$ cat config.mk
export PLATFORM = sky130hd
export DESIGN_NAME = pointer_seq
export DESIGN_NICKNAME = d
export VERILOG_FILES = /design/src/rtl/pointer_seq.sv
export SDC_FILE = /design/constraint.sdc
export NUM_CORES = 1
export LEC_CHECK = 0
export CAP_MARGIN = 20
export CORE_ASPECT_RATIO = 0.9
export CORE_MARGIN = 3
export CORE_UTILIZATION = 55
export DETAILED_ROUTE_END_ITERATION = 10
export PLACE_DENSITY_LB_ADDON = 0.12
export SYNTH_ARGS = -nofsm -noshare
export SYNTH_HDL_FRONTEND = slang
export SYNTH_SLANG_ARGS = --single-unit
$ cat constraint.sdc
create_clock -name clk -period 7.7 [get_ports clk]
set_input_delay 1.925 -clock clk [delete_from_list [all_inputs] [get_ports clk]]
set_output_delay 1.925 -clock clk [all_outputs]
set_load 0.02 [all_outputs]
$ cat src/rtl/pointer_seq.sv
// -----------------------------------------------------------------------------
// pointer_seq
//   Command sequencer for one external 16-bit pointer register. It accepts
//   byte-wide commands over a valid/ready handshake and drives the pointer's
//   byte-load strobes, output enables and count enable, plus the memory read
//   strobe used by auto-incrementing bursts.
//
//   Commands (cmd_op):
//     2'b00 LDL   load pointer low byte with cmd_data
//     2'b01 LDH   load pointer high byte with cmd_data
//     2'b10 BURST cmd_data beats (0 means 256), pointer increments per beat
//     2'b11 DUMP  pointer low byte, then high byte, onto the data bus
//
// Ports
//   clk        in   rising-edge clock
//   n_rst      in   asynchronous active-low reset
//   cmd_valid  in   command present
//   cmd_op     in   [1:0] command opcode
//   cmd_data   in   [7:0] load byte or burst beat count
//   cmd_ready  out  high only when idle
//   abort      in   synchronous abort, forces idle on the next edge
//   di         out  [7:0] byte presented to the pointer load inputs
//   n_we_l     out  pointer low-byte load, active low
//   n_we_h     out  pointer high-byte load, active low
//   cnt        out  pointer increment enable
//   n_oe_addr  out  pointer drives address bus, active low
//   n_oe_dl    out  pointer low byte drives data bus, active low
//   n_oe_dh    out  pointer high byte drives data bus, active low
//   n_mem_rd   out  memory read strobe, active low
//   beat       out  one-cycle pulse in the last address cycle of a beat
//   busy       out  high whenever not idle
//
// All outputs come straight from flops: the combinational block computes the
// next state and the strobe values belonging to that next state, and both
// are captured on the same edge.
// -----------------------------------------------------------------------------
module pointer_seq #(
  parameter int WAIT_STATES = 0
) (
  input  logic       clk,
  input  logic       n_rst,
  input  logic       cmd_valid,
  input  logic [1:0] cmd_op,
  input  logic [7:0] cmd_data,
  output logic       cmd_ready,
  input  logic       abort,
  output logic [7:0] di,
  output logic       n_we_l,
  output logic       n_we_h,
  output logic       cnt,
  output logic       n_oe_addr,
  output logic       n_oe_dl,
  output logic       n_oe_dh,
  output logic       n_mem_rd,
  output logic       beat,
  output logic       busy
);

  // Wait states beyond 3 are clamped; negative values behave as 0.
  localparam logic [1:0] WS_MAX = (WAIT_STATES > 3) ? 2'd3 :
                                  (WAIT_STATES < 0) ? 2'd0 : 2'(WAIT_STATES);

  localparam logic [1:0] OP_LDL   = 2'b00;
  localparam logic [1:0] OP_LDH   = 2'b01;
  localparam logic [1:0] OP_BURST = 2'b10;
  localparam logic [1:0] OP_DUMP  = 2'b11;

  typedef enum logic [2:0] {
    ST_IDLE    = 3'd0,
    ST_LOAD    = 3'd1,
    ST_BURST_A = 3'd2,
    ST_BURST_I = 3'd3,
    ST_DUMP_L  = 3'd4,
    ST_DUMP_H  = 3'd5
  } state_t;

  state_t     state_r;
  state_t     state_s;
  logic [8:0] rem_r;
  logic [8:0] rem_s;
  logic [1:0] ws_r;
  logic [1:0] ws_s;

  logic [7:0] di_s;
  logic       n_we_l_s;
  logic       n_we_h_s;
  logic       cnt_s;
  logic       n_oe_addr_s;
  logic       n_oe_dl_s;
  logic       n_oe_dh_s;
  logic       n_mem_rd_s;
  logic       beat_s;
  logic       cmd_ready_s;
  logic       busy_s;

  // Next-state logic and strobe values for the cycle that the next state occupies.
  always_comb begin
    state_s     = state_r;
    rem_s       = rem_r;
    ws_s        = ws_r;
    di_s        = di;
    n_we_l_s    = 1'b1;
    n_we_h_s    = 1'b1;
    cnt_s       = 1'b0;
    n_oe_addr_s = 1'b1;
    n_oe_dl_s   = 1'b1;
    n_oe_dh_s   = 1'b1;
    n_mem_rd_s  = 1'b1;
    beat_s      = 1'b0;

    if (abort) begin
      // Abort beats everything, including a command offered in idle.
      state_s = ST_IDLE;
      rem_s   = 9'd0;
      ws_s    = 2'd0;
    end else begin
      case (state_r)
        ST_IDLE: begin
          if (cmd_valid) begin
            case (cmd_op)
              OP_LDL: begin
                state_s  = ST_LOAD;
                di_s     = cmd_data;
                n_we_l_s = 1'b0;
              end
              OP_LDH: begin
                state_s  = ST_LOAD;
                di_s     = cmd_data;
                n_we_h_s = 1'b0;
              end
              OP_BURST: begin
                state_s = ST_BURST_A;
                rem_s   = (cmd_data == 8'd0) ? 9'd256 : {1'b0, cmd_data};
                ws_s    = 2'd0;
              end
              OP_DUMP: begin
                state_s = ST_DUMP_L;
              end
              default: begin
                state_s = ST_IDLE;
              end
            endcase
          end else begin
            state_s = ST_IDLE;
          end
        end
        ST_LOAD: begin
          state_s = ST_IDLE;
        end
        ST_BURST_A: begin
          // ws_r counts address-phase cycles already spent in this beat.
          if (ws_r == WS_MAX) begin
            state_s = ST_BURST_I;
            ws_s    = 2'd0;
          end else begin
            state_s = ST_BURST_A;
            ws_s    = ws_r + 2'd1;
          end
        end
        ST_BURST_I: begin
          rem_s = rem_r - 9'd1;
          if (rem_s != 9'd0) begin
            state_s = ST_BURST_A;
            ws_s    = 2'd0;
          end else begin
            state_s = ST_IDLE;
          end
        end
        ST_DUMP_L: begin
          state_s = ST_DUMP_H;
        end
        ST_DUMP_H: begin
          state_s = ST_IDLE;
        end
        default: begin
          state_s = ST_IDLE;
          rem_s   = 9'd0;
          ws_s    = 2'd0;
        end
      endcase
    end

    // Bus strobes follow the state they are registered into.
    case (state_s)
      ST_BURST_A: begin
        n_oe_addr_s = 1'b0;
        n_mem_rd_s  = 1'b0;
        beat_s      = (ws_s == WS_MAX);
      end
      ST_BURST_I: begin
        cnt_s = 1'b1;
      end
      ST_DUMP_L: begin
        n_oe_dl_s = 1'b0;
      end
      ST_DUMP_H: begin
        n_oe_dh_s = 1'b0;
      end
      default: begin
        cnt_s = 1'b0;
      end
    endcase

    cmd_ready_s = (state_s == ST_IDLE);
    busy_s      = (state_s != ST_IDLE);
  end

  // State, burst counters and all registered outputs.
  always_ff @(posedge clk or negedge n_rst) begin
    if (!n_rst) begin
      state_r   <= ST_IDLE;
      rem_r     <= 9'd0;
      ws_r      <= 2'd0;
      di        <= 8'h00;
      n_we_l    <= 1'b1;
      n_we_h    <= 1'b1;
      cnt       <= 1'b0;
      n_oe_addr <= 1'b1;
      n_oe_dl   <= 1'b1;
      n_oe_dh   <= 1'b1;
      n_mem_rd  <= 1'b1;
      beat      <= 1'b0;
      cmd_ready <= 1'b1;
      busy      <= 1'b0;
    end else begin
      state_r   <= state_s;
      rem_r     <= rem_s;
      ws_r      <= ws_s;
      di        <= di_s;
      n_we_l    <= n_we_l_s;
      n_we_h    <= n_we_h_s;
      cnt       <= cnt_s;
      n_oe_addr <= n_oe_addr_s;
      n_oe_dl   <= n_oe_dl_s;
      n_oe_dh   <= n_oe_dh_s;
      n_mem_rd  <= n_mem_rd_s;
      beat      <= beat_s;
      cmd_ready <= cmd_ready_s;
      busy      <= busy_s;
    end
  end

endmodule

==> key figures <==
Cells and area
  – Ant. Diodes: 0
  – Footprint of the multi-input gates: 832 um2
  – Sequential cell area: 783 um2
  – Post-Layout Cell Count: 239
  – Commonest non-fill, non-tap cells in the layout: 31 x clkdlybuf4s50_1, 25 x dfrtp_1, 21 x nor2_1
  – Core Util, Final: 73.0%
  – Commonest non-fill, non-tap cell in the layout: clkdlybuf4s50_1
  – Final instance area: 2070 um2
  – Synthesis-to-finish area growth: 22.2%
  – Layout filler cell count: 221
  – Nets: 216
  – Share of layout cells above drive strength 1: 14.1%

Timing
  – Tmin final: 3390 ps
  – Final setup violation count: 0
  – Setup Skew: 14.2 ps
  – Hold Violations, Final: 0
  – Setup total negative slack: 0 ps
  – Fmax: 295 MHz
  – Tcrit/Tclk final: 44.0%
  – Slew Viols, Final: 0
  – Final Hold Slack: 522 ps
  – Pin slew with the least headroom to its limit: 1120 ps
  – RSZ-0062 raised after global routing: no
  – Slew headroom: 24.7%

Clock tree
  – Post-CTS Setup Inserts: 0
  – Clock root buffer: clkbuf_4
  – CTS tree: done
  – H-Tree Depth: 2
  – Num CTS Buffers: 5
  – Sink Count: 31
  – Worst-path clk slew: 110 ps
  – Hold_buf cts: 0
  – CTS resizes: 0
  – Worst-Skew Late Latency: 330 ps
  – CTS Buffer Depth: 2

Synth
  – Post-synthesis cell count: 169
  – Post-Syn Area: 1690 um2
  – Ys flop type: dfrtp_1
  – Yosys reg bits: 31
  – FFs w/ async S/R, synth: 100%
  – Register area share after synthesis: 46.2%
  – Syn Area/Cell: 10.0 um2
  – Yosys cell types: 46
  – Synth Warn #: 0
  – EDFF count, synth: 0
  – Syn_nets: 187

GRT
  – Gr usage total: 22.3%
  – Initial antenna violation count: 0
  – Grt ovf: 0
  – First-pass GRT wire length: 6460 um
  – Largest net degree at the start of global routing: 32
  – Vias in the first global route: 1337

Worst hold path
  – Worst min path class: register to register
  – Worst hold path depth: 1

Setup path
  – Worst path max stage delay: 450 ps
  – CP max FO: 6
  – Crit path kind: input pin to register
  – Startpoint Class: input pin
  – CP max stage cell: clkdlybuf4s50_1
  – Worst reg2reg path depth: 8
  – Critical path arrival: 3620 ps
  – Endpoint class of the critical path: register
  – Critical-path cell list: clkdlybuf4s50_1 -> and3b_1 -> a21oi_1 -> or3_1 -> a31oi_4 -> nor4bb_1
  – Required @ worst endpoint: 7930 ps

Floorplanning
  – Die width: 64.5 um
  – # IOs: 32
  – Die H: 58.7 um
  – Site row count: 18
  – Initial Util: 59.7%
  – Core box area: 2840 um2
  – DIE AREA: 3780 um2

Route
  – Routed via count: 1403
  – Starting DRT DRC Count: 77
  – Pre-antenna DRT Iters: 4
  – DR WL/cell: 16.0 um
  – Routed Antenna Nets: 0
  – DR DRC count: 0
  – Routed WL: 3830 um
  – Vias per inst: 5.87

Placement
  – GPL Wtd Cong: 0.840
  – DP Cell Count: 230
  – Final HPWL DP: 2750 um
  – PortBufs: 31
  – Placed inst area: 2010 um2

Pwr
  – Cell Pwr Density: 204 nW/um2
  – Leakage: 0.834 nW
  – Peak VDD IR: 0.164 mV

Status
  – Outcome: completed

Job
  – Max-Cap Viols: 0
## per-stage QoR
step / power [mW] / setup slack [ps]
after floorplan: 0.277 / 4580
after global placement: 0.327 / 3850
after detailed placement: 0.332 / 3710
after CTS: 0.424 / 4050
after global routing: 0.445 / 4180
final: 0.423 / 4310
## power by group
part	total (mW)	leakage (nW)	internal (mW)	switching (mW)
clock network	0.0922	0.0282	0.0352	0.0570
logic	0.134	0.415	0.0643	0.0693
registers	0.197	0.391	0.182	0.0146
## synth_stat cells, drive strengths merged (2+ instances only)
library cell,count,area [um2]
nand4b,2,17.5
nand4,2,12.5
xor2,2,17.5
a32oi,2,17.5
or2,2,12.5
nand2b,4,25.0
o21ai,5,25.0
and2,3,18.8
nor2,21,78.8
a211oi,6,45.0
nor3,6,35.0
or3,3,18.8
dfstp,6,158
xnor2,3,26.3
mux2,8,90.1
a21oi,8,40.0
nor4,3,18.8
ha,4,50.1
nand2,8,30.0
clkbuf,6,22.5
inv,7,26.3
nand3,3,15.0
a31oi,3,33.8
buf,5,30.0
a22oi,7,52.6
dfrtp,25,626
## sequential cells by signal (all words and copies together) (netlist names)
name,cells
n_we_h,1
rem_r,9
cmd_ready,1
n_oe_dl,1
ws_r,2
n_mem_rd,1
n_oe_dh,1
state_r,3
cnt,1
busy,1
di,8
n_we_l,1
beat,1
## kinds of logic (layout without fill, tap and decap cells)
logic type / count (synthesis) / count (layout) / synth area share [%]
simple gates: 62 / 62 / 20.5
xor+xnor: 5 / 5 / 2.59
compound gates: 41 / 41 / 17.8
flops: 31 / 31 / 46.2
buf+inv: 18 / 48 / 4.65
fa+ha+maj: 4 / 4 / 2.95
mux: 8 / 8 / 5.32
## critical path: cells and delay by family
| family | cells | cell delay (ps) |
|---|---|---|
| AND/OR/NAND/NOR | 3 | 910 |
| AO/OA/AOI/OAI | 2 | 320 |
| buffers and inverters | 1 | 450 |
## final timing paths
path,from,slack (ps),endpoint
setup reg to reg,rem_r[0],4720,busy
setup / recovery,cmd_op[0],4310,beat
min in group asynchronous,n_rst,1970,rem_r[0]
hold reg to reg,di[5],520,di[5]
hold / removal,di[5],520,di[5]
max in group asynchronous,n_rst,5400,n_oe_dh
## metal layers
| metal | vias up | global-route usage [%] | routed length, um |
|---|---|---|---|
| met5 | - | 0 | 0 |
| met4 | 0 | 6.33 | 9 |
| met3 | 2 | 5.53 | 236 |
| met2 | 51 | 33.5 | 1740 |
| met1 | 679 | 32.5 | 1840 |
| li1 | 671 | - | - |
## cell type report
type	count	area share, %
clock inverters	2	0.604
clock buffers	6	1.99
well taps	40	2.42
multi-input cells	120	40.2
inverters	7	1.27
repair buffers	33	15.7
flip-flops and latches	31	37.8
Note: power is estimated with default switching activity, not from simulation.
